===== config.mk =====
export PLATFORM = sky130hd
export DESIGN_NAME = interfaz_adc
export DESIGN_NICKNAME = d
export VERILOG_FILES = /design/src/rtl/adc_pkg.sv /design/src/rtl/divisor_muestreo.sv /design/src/rtl/interfaz_adc.sv
export SDC_FILE = /design/constraint.sdc
export NUM_CORES = 1
export LEC_CHECK = 0
export ABC_AREA = 1
export CAP_MARGIN = 5
export CORE_AREA = 4 4 72 74
export DETAILED_ROUTE_END_ITERATION = 8
export DIE_AREA = 0 0 76 78
export PLACE_DENSITY = 0.78
export SLEW_MARGIN = 10
export SYNTH_ARGS = -nofsm -noshare
export SYNTH_HDL_FRONTEND = slang
export SYNTH_HIERARCHICAL = 1
export SYNTH_SLANG_ARGS = --single-unit

===== constraint.sdc =====
create_clock -name CLK -period 1.75 [get_ports CLK]
set_input_delay 0.35 -clock CLK [delete_from_list [all_inputs] [get_ports CLK]]
set_output_delay 0.35 -clock CLK [all_outputs]
set_load 0.02 [all_outputs]

===== src/rtl/adc_pkg.sv =====
// rtl/adc_pkg.sv - frame constants, FSM state codes and offset-binary conversion for interfaz_adc
package adc_pkg;

    localparam int LONG_TRAMA      = 16;
    localparam int CEROS_INICIALES = 4;

    typedef enum logic [2:0] {
        REPOSO   = 3'd0,
        PREPARA  = 3'd1,
        TRANSFER = 3'd2,
        CIERRE   = 3'd3,
        ENTREGA  = 3'd4
    } estado_t;

    // Drops the leading zeros, flips the offset-binary MSB into a sign bit and sign-extends.
    function automatic logic signed [LONG_TRAMA-1:0] a_con_signo(
        input logic [LONG_TRAMA-1:0] trama,
        input int                    bits
    );
        logic [LONG_TRAMA-1:0] alineado;
        alineado = (trama << (LONG_TRAMA - bits)) ^ {1'b1, {(LONG_TRAMA-1){1'b0}}};
        return $signed(alineado) >>> (LONG_TRAMA - bits);
    endfunction

endpackage


===== src/rtl/divisor_muestreo.sv =====
// rtl/divisor_muestreo.sv - sample-period tick generator, cleared while sampling is disabled
module divisor_muestreo #(
    parameter int CICLOS_MUESTRA = 2000
) (
    input  logic clk_i,
    input  logic reset_i,
    input  logic habilitar_i,
    output logic tick_o
);

    localparam int CW = (CICLOS_MUESTRA > 1) ? $clog2(CICLOS_MUESTRA) : 1;
    localparam logic [CW-1:0] ULTIMO = CW'(CICLOS_MUESTRA - 1);

    logic [CW-1:0] cuenta_q;
    logic          tick_q;

    // Tick is registered off the terminal count, so it lands CICLOS_MUESTRA cycles after enable.
    always_ff @(posedge clk_i) begin
        if (reset_i || !habilitar_i) begin
            cuenta_q <= '0;
            tick_q   <= 1'b0;
        end else begin
            tick_q <= (cuenta_q == ULTIMO);
            if (cuenta_q == ULTIMO) begin
                cuenta_q <= '0;
            end else begin
                cuenta_q <= cuenta_q + CW'(1);
            end
        end
    end

    assign tick_o = tick_q;

endmodule


===== src/rtl/interfaz_adc.sv =====
// rtl/interfaz_adc.sv - periodic serial ADC reader producing Q10.14 samples with a one-cycle strobe
module interfaz_adc
    import adc_pkg::*;
#(
    parameter int W              = 25,
    parameter int FRAC           = 14,
    parameter int ADC_BITS       = 12,
    parameter int SCLK_HALF      = 4,
    parameter int CICLOS_MUESTRA = 2000
) (
    input  logic                CLK,
    input  logic                Reset,
    input  logic                Habilitar,
    input  logic                SDATA,
    output logic                CS_n,
    output logic                SCLK,
    output logic signed [W-1:0] u,
    output logic                Enable,
    output logic                Err_trama,
    output logic                Sobrecarga
);

    localparam int DESPL = FRAC - ADC_BITS + 1;
    localparam int FW    = (SCLK_HALF > 1) ? $clog2(SCLK_HALF) : 1;
    localparam int BW    = $clog2(LONG_TRAMA + 1);
    localparam logic [FW-1:0] FIN_FASE    = FW'(SCLK_HALF - 1);
    localparam logic [BW-1:0] ULTIMO_BIT  = BW'(LONG_TRAMA - 1);

    logic                   tick;
    estado_t                estado_q;
    logic [FW-1:0]          fase_q;
    logic [BW-1:0]          bits_q;
    logic [LONG_TRAMA-1:0]  shift_q;
    logic                   cs_n_q;
    logic                   sclk_q;
    logic signed [W-1:0]    u_q;
    logic signed [W-1:0]    u_d;
    logic signed [LONG_TRAMA-1:0] muestra_s;
    logic                   enable_q;
    logic                   err_q;
    logic                   sobre_q;

    divisor_muestreo #(
        .CICLOS_MUESTRA(CICLOS_MUESTRA)
    ) u_divisor (
        .clk_i      (CLK),
        .reset_i    (Reset),
        .habilitar_i(Habilitar),
        .tick_o     (tick)
    );

    always_comb begin
        muestra_s = a_con_signo(shift_q, ADC_BITS);
        u_d       = W'(muestra_s) <<< DESPL;
    end

    always_ff @(posedge CLK) begin
        if (Reset) begin
            estado_q <= REPOSO;
            fase_q   <= '0;
            bits_q   <= '0;
            shift_q  <= '0;
            cs_n_q   <= 1'b1;
            sclk_q   <= 1'b1;
            u_q      <= '0;
            enable_q <= 1'b0;
            err_q    <= 1'b0;
            sobre_q  <= 1'b0;
        end else begin
            enable_q <= 1'b0;
            if (tick && estado_q != REPOSO) begin
                sobre_q <= 1'b1;
            end
            case (estado_q)
                REPOSO: begin
                    if (tick) begin
                        estado_q <= PREPARA;
                        cs_n_q   <= 1'b0;
                        fase_q   <= '0;
                    end
                end
                PREPARA: begin
                    if (fase_q == FIN_FASE) begin
                        estado_q <= TRANSFER;
                        sclk_q   <= 1'b0;
                        fase_q   <= '0;
                        bits_q   <= '0;
                    end else begin
                        fase_q <= fase_q + FW'(1);
                    end
                end
                TRANSFER: begin
                    // First cycle of each high half is the one in which SCLK rose.
                    if (sclk_q && fase_q == '0) begin
                        shift_q <= {shift_q[LONG_TRAMA-2:0], SDATA};
                        bits_q  <= bits_q + BW'(1);
                    end
                    if (sclk_q && fase_q == '0 && bits_q == ULTIMO_BIT) begin
                        estado_q <= CIERRE;
                        cs_n_q   <= 1'b1;
                    end else if (fase_q == FIN_FASE) begin
                        sclk_q <= ~sclk_q;
                        fase_q <= '0;
                    end else begin
                        fase_q <= fase_q + FW'(1);
                    end
                end
                CIERRE: begin
                    u_q      <= u_d;
                    enable_q <= 1'b1;
                    if (shift_q[LONG_TRAMA-1 -: CEROS_INICIALES] != '0) begin
                        err_q <= 1'b1;
                    end
                    estado_q <= ENTREGA;
                end
                ENTREGA: begin
                    estado_q <= REPOSO;
                end
                default: begin
                    estado_q <= REPOSO;
                end
            endcase
        end
    end

    assign CS_n       = cs_n_q;
    assign SCLK       = sclk_q;
    assign u          = u_q;
    assign Enable     = enable_q;
    assign Err_trama  = err_q;
    assign Sobrecarga = sobre_q;

endmodule


# Word level (Yosys, flattened, before mapping)
# Cells that the tools add are included.
# classes
n_mux,19
n_eq_ne,12
n_reduce_logical,20
bitwise,2
add_sub_neg,3
# ops
operator,count
one-hot mux 3 bit (4 select lines),1
AND reduction 3 bit,4
"adder 11 x 1 -> 11 bit, second input constant",1
"== test 11 bit, second input constant",1
2-to-1 mux 5 bit,2
"!= test 2 bit, second input constant",5
one-hot mux 5 bit (2 select lines),1
2-to-1 mux 3 bit,3
"== test 3 x 2 -> 1 bit, second input constant",2
2-to-1 mux 1 bit,6
2-to-1 mux 2 bit,3
one-hot mux 2 bit (3 select lines),1
nonzero test 3 bit,2
"adder 5 x 1 -> 5 bit, second input constant",1
"== test 5 x 4 -> 1 bit, second input constant",1
one-hot mux 1 bit (2 select lines),2
AND reduction 2 bit,2
AND reduction 4 bit,1
nonzero test 2 bit,2
nonzero test 4 bit,1
"== test 3 x 1 -> 1 bit, second input constant",1
logical AND 1 bit,3
zero test 3 bit,1
"adder 2 x 1 -> 2 bit, second input constant",1
7 further kinds,8
# totals
input_bits,4
word_cells,68
reg_bits,55

# Logic depth before layout (Yosys ltp)
# Gate-level depths: netlist of the first run.
# logic_depth
word_depth,5
ltp_mapped,10
depth_no_buf,10

# Hierarchy
# The synthesis of the first run kept the hierarchy.
# by_module_without_submodules
mod,area_per_inst_um2,seq_area_each_um2,n_inst,cells_each
interfaz_adc,1850.5,860.8,1,255
divisor_muestreo,563.0,240.2,1,76

# Worst setup path after synthesis of the first run
# Ideal clock, no wire load.
# synth_path
path_type,reg2reg
startpoint,register bits_q[0]
endpoint,register fase_q[0]
arrival_ps,1270
synth_period_minus_slack_ps,1383
setup_slack_ps,367
setup_time_ps,113
stages_incl_launch_ff,11
path_cell_list,dfxtp_1 > ha_1 > nand2_1 > nor2_1 > ha_1 > nand2_1 > nor2_1 > nor2_1 > nand2_1 > nand2_1 > nor2_1
# synth_between
elab_chain_cells,4
# synth_lines
item,line,rtl
from (decl),interfaz_adc.sv:32,logic [BW-1:0] bits_q;
from (signal assigned),interfaz_adc.sv:96,bits_q <= bits_q + BW'(1);
== test 5 x 4 -> 1 bit,interfaz_adc.sv:98,if (sclk_q && fase_q == '0 && bits_q == ULTIMO_BIT) begin
logical AND 1 bit,interfaz_adc.sv:98,
!= test 2 bit (no source line),--,
AND reduction 3 bit (no source line),--,
to (signal assigned),interfaz_adc.sv:89,fase_q <= fase_q + FW'(1);
to (signal assigned),interfaz_adc.sv:105,fase_q <= fase_q + FW'(1);
to (decl),interfaz_adc.sv:31,logic [FW-1:0] fase_q;
# Every way passes these cells.
# A chain may end at the register's enable or synchronous reset.

# Worst setup path in the final report of the first run
# layout_path
startpoint,"register sclk_q, in the netlist SCLK"
endpoint,output port SCLK
# layout_lines
item,line,rtl
from (decl),interfaz_adc.sv:35,logic sclk_q;
from (signal assigned),interfaz_adc.sv:102,sclk_q <= ~sclk_q;
to (decl),interfaz_adc.sv:16,"output logic SCLK,"
# No word-level cell between the ends.

==> metrics, run 1 <==
status completed; first-pass GRT wire length 7534 µm; Worst EP arrival 1.32 ns; Peak supply drop 0.0006298 V; CTS Root Cell clkbuf_8; Seq cells post-synth 55; Hold Buf Count CTS 0; Synth Area in XOR/XNOR 0.01452; core area 4598 µm²; PD cells 976.0 nW/µm²; ANT nets after route 0; Synth Area in Compound Gates 0.08917; Final min period 1.673 ns; DRT Pass-1 Iters 5; Critical Path RT 1.40 ns; Overflow after GRT 0; hold wc startpoint CS_n; Clock Skew 0.009155 ns; grt peak-use layer met2; Final Total Pwr 0.002721 W; RSZ-0062 raised after global routing false; setup ws final 0.07670 ns; detailed placer's ending HPWL 3044 µm; ranking of synthesized cells by area dfxtp_1 (46%), nor2_1 (14%), nand2_1 (8.1%); setup_tns 0 ns; initial antenna violation count 0; setup violators final 0; largest family of logic cells by synthesized area simple AND/OR/NAND/NOR gates; r2r startpoint bits_q[0]; multiplexer area fraction after synthesis 0; largest net degree at the start of global routing 38; Synth area leader dfxtp_1; Starting Density 0.5249; Initial DRC Count 169; Reg2Reg Depth 10; Inst Count DP 398; share of layout cells above drive strength 1 0.07386; Vias/cell 4.830; Post-Syn Area 2414 µm²; CP Max Fanout 4; synthesized area per cell 7.292 µm²; Max Root-Sink Buffers 2; gr usage total 0.1527; max cap viols 0; highest-delay cell along the critical path clkdlybuf4s50_1; area share of the largest cell type after synthesis 0.4562; M3 GR Usage 0.04176; Seq/Total Area, Yosys 0.4562; synth-to-layout area growth 15.50%; HP Class flop to flop; Hold Violations, Final 0; die width 76 µm; LEAKAGE 1.266 nW; commonest non-fill, non-tap cells in the layout nor2_1 (92), dfxtp_1 (54), nand2_1 (52), o21ai_0 (30), inv_1 (26); reg2reg end fase_q[1]; IO Pins 34; CP top delay family buffers and inverters; Distinct cells, synth 28; vias 1961; met2 usage 0.2611; WL final 4317 µm; GR Util met1 0.1828; CTS tree built; die area 5928 µm²; Worst-path clk slew 0.10 ns; fin crit share 0.9562; most common cell after layout, fill and taps aside nor2_1; total CTS buffers 5; clk_lat worst skew 0.31 ns; clock sink count 55; DRC 0; Peak Freq 0.5976 GHz; Buffers on Ports 30; H-tree levels 2; Cells after Synth 331; DP Worst Slack 0.2191 ns; Post-Synth Adder-Cell Area 0.02592; Avg WL per Cell 10.63 µm; nets@finish 360; crit path kind flop to output port; standard-cell rows 25; Slew Limit Fails 0; Worst setup EP type output port; Hold Path Cell Cnt 2; GPL Wtd Cong 0.8405; r2r setup slk 0.19 ns; Vert. Die Dim 78 µm; final non-filler cell total 406; Hold Slack 0.4587 ns; cells along the critical path clkdlybuf4s50_1; worst path bufs/invs 1; Ys Warns 6; number of global-route vias before repair 1763; Hold Path Sink CS_n; crit-path max cell delay 0.63 ns; Synth Area in Simple Gates 0.3017; Startpoint Class flop; ANT cells 0
## cell type report
type,count,area (µm²)
fillers,401,1810
flip-flops and latches,55,1102
multi-input cells,226,1052
repair buffers,32,355.3
inverters,31,118.9
clock buffers,5,68.82
well taps,54,67.56
clock inverters,3,22.52
## synthesized netlist by cell type
master	instances
nor3b_1	1
nand2_2	1
nand2_1	52
o21ai_1	1
a21oi_1	9
buf_4	14
nand3_1	15
nor2_4	2
clkbuf_1	4
dfxtp_1	55
inv_2	4
inv_1	26
clkinv_1	1
buf_8	1
nor2_1	92
xnor2_1	2
conb_1	1
xor2_1	2
buf_2	1
o21ai_0	30
nand3_2	5
ha_1	5
nand3b_1	1
nor2_2	2
nor4_1	1
a31oi_1	1
buf_6	1
a21oi_2	1
## through the flow
stage | cell area (µm²) | util
2_1_floorplan | 2421 | -
3_3_place_gp | 2665 | 0.5796
3_5_place_dp | 2665 | 0.5796
4_1_cts | 2758 | 0.5997
5_1_grt | 2788 | 0.6063
6_report | 2788 | 0.6063
## logic make-up after synthesis
logic type               Yosys count
adder cells (fa/ha/maj)            5
buffers and inverters             52
flip-flops                        55
AND/OR/NAND/NOR                  172
other                              1
AO/OA/AOI/OAI                     42
XOR/XNOR                           4
## report_power, final
group | leakage, nW | switching [W] | internal [W] | total [W]
clock network | 0.0485 | 0.000420 | 0.000287 | 0.000708
logic | 0.774 | 0.000370 | 0.000206 | 0.000576
registers | 0.444 | 0.0000818 | 0.00136 | 0.00144
## per-layer routing
metal / vias up / routed length (µm)
met1: 870 / 2043
li1: 1055 / -
met5: - / 0
met2: 30 / 2062
met3: 6 / 152
met4: 0 / 58
## registers in the layout, indices dropped and copies added (netlist names)
register / flops
shift_q: 16
Err_trama: 1
CS_n: 1
SCLK: 1
Sobrecarga: 1
bits_q: 5
fase_q: 2
estado_q: 3
u_divisor/cuenta_q: 11
u: 12
u_divisor/tick_o: 1
Enable: 1
## worst max-delay path by stage
stage,cells after the start,from,endpoint
2_1_floorplan,10,bits_q[0],fase_q[0]
3_3_place_gp,10,bits_q[0],fase_q[1]
3_5_place_dp,1,u[14],u[16]
4_1_cts,1,u[14],u[16]
5_1_grt,1,SCLK,SCLK
6_report,1,SCLK,SCLK
## repair_timing
action,4_1_cts,5_1_grt
endpoints found under the setup margin,11,12
gates resized for setup,1,13
gates cloned,0,0
setup buffers,0,0
No activity file was read; power rests on OpenSTA's default activity.
==> run 2, diff against run 1 <==
--- a/config.mk
+++ b/config.mk
@@ -9,4 +9,5 @@
 export CAP_MARGIN = 5
 export CORE_AREA = 4 4 72 74
+export CTS_BUF_LIST = sky130_fd_sc_hd__clkbuf_16
 export DETAILED_ROUTE_END_ITERATION = 8
 export DIE_AREA = 0 0 76 78
==> constraint.sdc (replaced) <==
create_clock -name CLK -period 1.75 [get_ports CLK]
set_input_delay 0.2625 -clock CLK [delete_from_list [all_inputs] [get_ports CLK]]
set_output_delay 0.2625 -clock CLK [all_outputs]
set_load 0.02 [all_outputs]
==> run 2 against run 1 <==
Net effect: power grew 10%; hold slack got worse by 0.0036 ns; global-route usage rose by 0.55 points; maximum frequency grew 3.5%; first-iteration DRC count decreased by 14%; register-to-register slack about the same; critical path depth unchanged; routed wire length up 4.3%; combinational power increased by 2%; critical endpoint is now u[17]; largest power group unchanged.
==> metrics, run 2 (synthesized netlist as in run 1, its figures left out) <==
status completed; synth-to-layout area growth 17.06%; reg2reg end fase_q[0]; Final Total Pwr 0.002998 W; Hold Violations, Final 0; LEAKAGE 1.097 nW; Initial DRC Count 145; critical path depth 1; Reg2Reg Depth 10; vias 1999; HP Class flop to flop; IO Pins 34; RSZ-0062 raised after global routing false; Largest register FFs 16; share of layout cells above drive strength 1 0.07627; Multi-input gate area 1052 µm²; Worst setup EP type output port; largest net degree at the start of global routing 38; final non-filler cell total 408; Peak supply drop 0.0005731 V; clk_lat worst skew 0.29 ns; max cap viols 0; nets@finish 362; Clock Skew 0.006457 ns; Max Root-Sink Buffers 2; crit-path max cell delay 0.64 ns; Inst Count DP 400; die area 5928 µm²; fin crit share 0.9235; cells along the critical path clkdlybuf4s50_1; initial antenna violation count 0; die width 76 µm; most common cell after layout, fill and taps aside nor2_1; Seq. cell area 1102 µm²; CP Capture Point u[17]; highest-delay cell along the critical path clkdlybuf4s50_1; DRC 0; CP top delay family buffers and inverters; worst path bufs/invs 1; H-tree levels 2; Vert. Die Dim 78 µm; Startpoint Class flop; Peak Freq 0.6188 GHz; Worst EP arrival 1.35 ns; Overflow after GRT 0; Critical Path RT 1.49 ns; Final min period 1.616 ns; clock sink count 55; DP Worst Slack 0.2203 ns; Slew Limit Fails 0; crit path launch u[14]; CTS tree built; core area 4598 µm²; WL final 4501 µm; Avg WL per Cell 11.03 µm; Starting Density 0.5249; detailed placer's ending HPWL 3176 µm; DRT Pass-1 Iters 4; largest reg by FF count shift_q; commonest non-fill, non-tap cells in the layout nor2_1 (92), dfxtp_1 (54), nand2_1 (52), o21ai_0 (30), clkdlybuf4s50_1 (29); PD cells 1061 nW/µm²; gr usage total 0.1582; setup violators final 0; r2r startpoint bits_q[0]; Post-CTS Setup Bufs 0; Vias/cell 4.900; CP Max Fanout 12; first-pass GRT wire length 7838 µm; Worst-path clk slew 0.07 ns; number of global-route vias before repair 1838; standard-cell rows 25; total CTS buffers 5; Fillers 414; r2r setup slk 0.20 ns; CTS Root Cell clkbuf_16; ANT cells 0; ANT nets after route 0; setup_tns 0 ns; setup ws final 0.1340 ns; crit path kind flop to output port; Buffers on Ports 30; GPL Wtd Cong 0.8351
==> run 2: changes by cell type in the layout (fill, tap and decap cells not counted), sizes merged <==
| cell | change |
|---|---|
| dlygate4sd2 | +1 |
| clkinvlp | +1 |
| clkdlybuf4s50 | +10 |
| inv | +1 |
| buf | +2 |
| dlymetal6s2s | -11 |
| clkinv | -2 |
==> run 2: layer usage <==
metal	GRT usage	vias up	routed length, µm
li1	-	1057	-
met1	0.1767	899	2016
met2	0.2920	38	2237
met3	0.03596	5	199
met4	0.05338	0	47
met5	0	-	0
==> run 2: worst min path at each step <==
stage / startpoint / slack (ns) / to / cells after the start
6_report: CS_n / 0.46 / CS_n / 2
4_1_cts: CS_n / 0.46 / CS_n / 2
2_1_floorplan: Reset / 0.33 / bits_q[2] / 1
3_3_place_gp: CS_n / 0.44 / CS_n / 2
3_5_place_dp: CS_n / 0.44 / CS_n / 2
5_1_grt: shift_q[11] / 0.48 / u[14] / 1
==> run 2: cell type report <==
| type | count | share of cell area |
|---|---|---|
| Multi-Input combinational cell | 226 | 0.3725 |
| Tap cell | 54 | 0.02391 |
| Sequential cell | 55 | 0.3902 |
| Timing Repair Buffer | 34 | 0.1209 |
| Inverter | 31 | 0.04119 |
| Clock buffer | 5 | 0.04429 |
| Clock inverter | 3 | 0.007086 |
==> run 2: worst min-delay path, cell delays in order (launching register included) <==
cell	delay [ns]
dfxtp_1	0.31
nand2_1	0.06
nand2_1	0.04
==> run 2: stage by stage <==
step	instance area (µm²)	hold slack, ns	utilization
2_1_floorplan	2421	0.3316	-
3_3_place_gp	2680	0.4435	0.5829
3_5_place_dp	2680	0.4374	0.5829
4_1_cts	2825	0.4570	0.6144
5_1_grt	2825	0.4812	0.6144
6_report	2825	0.4551	0.6144
==> run 2: timing repair <==
action,4_1_cts,5_1_grt
resized for setup,2,0
hold buffers,0,0
setup endpoints to repair,11,0
==> run 2: where the power goes <==
group	leakage (nW)	internal [W]	switching, W	total, W
sequential	0.444	0.00136	0.0000791	0.00143
clock	0.0716	0.000531	0.000445	0.000976
combinational	0.581	0.000209	0.000379	0.000588
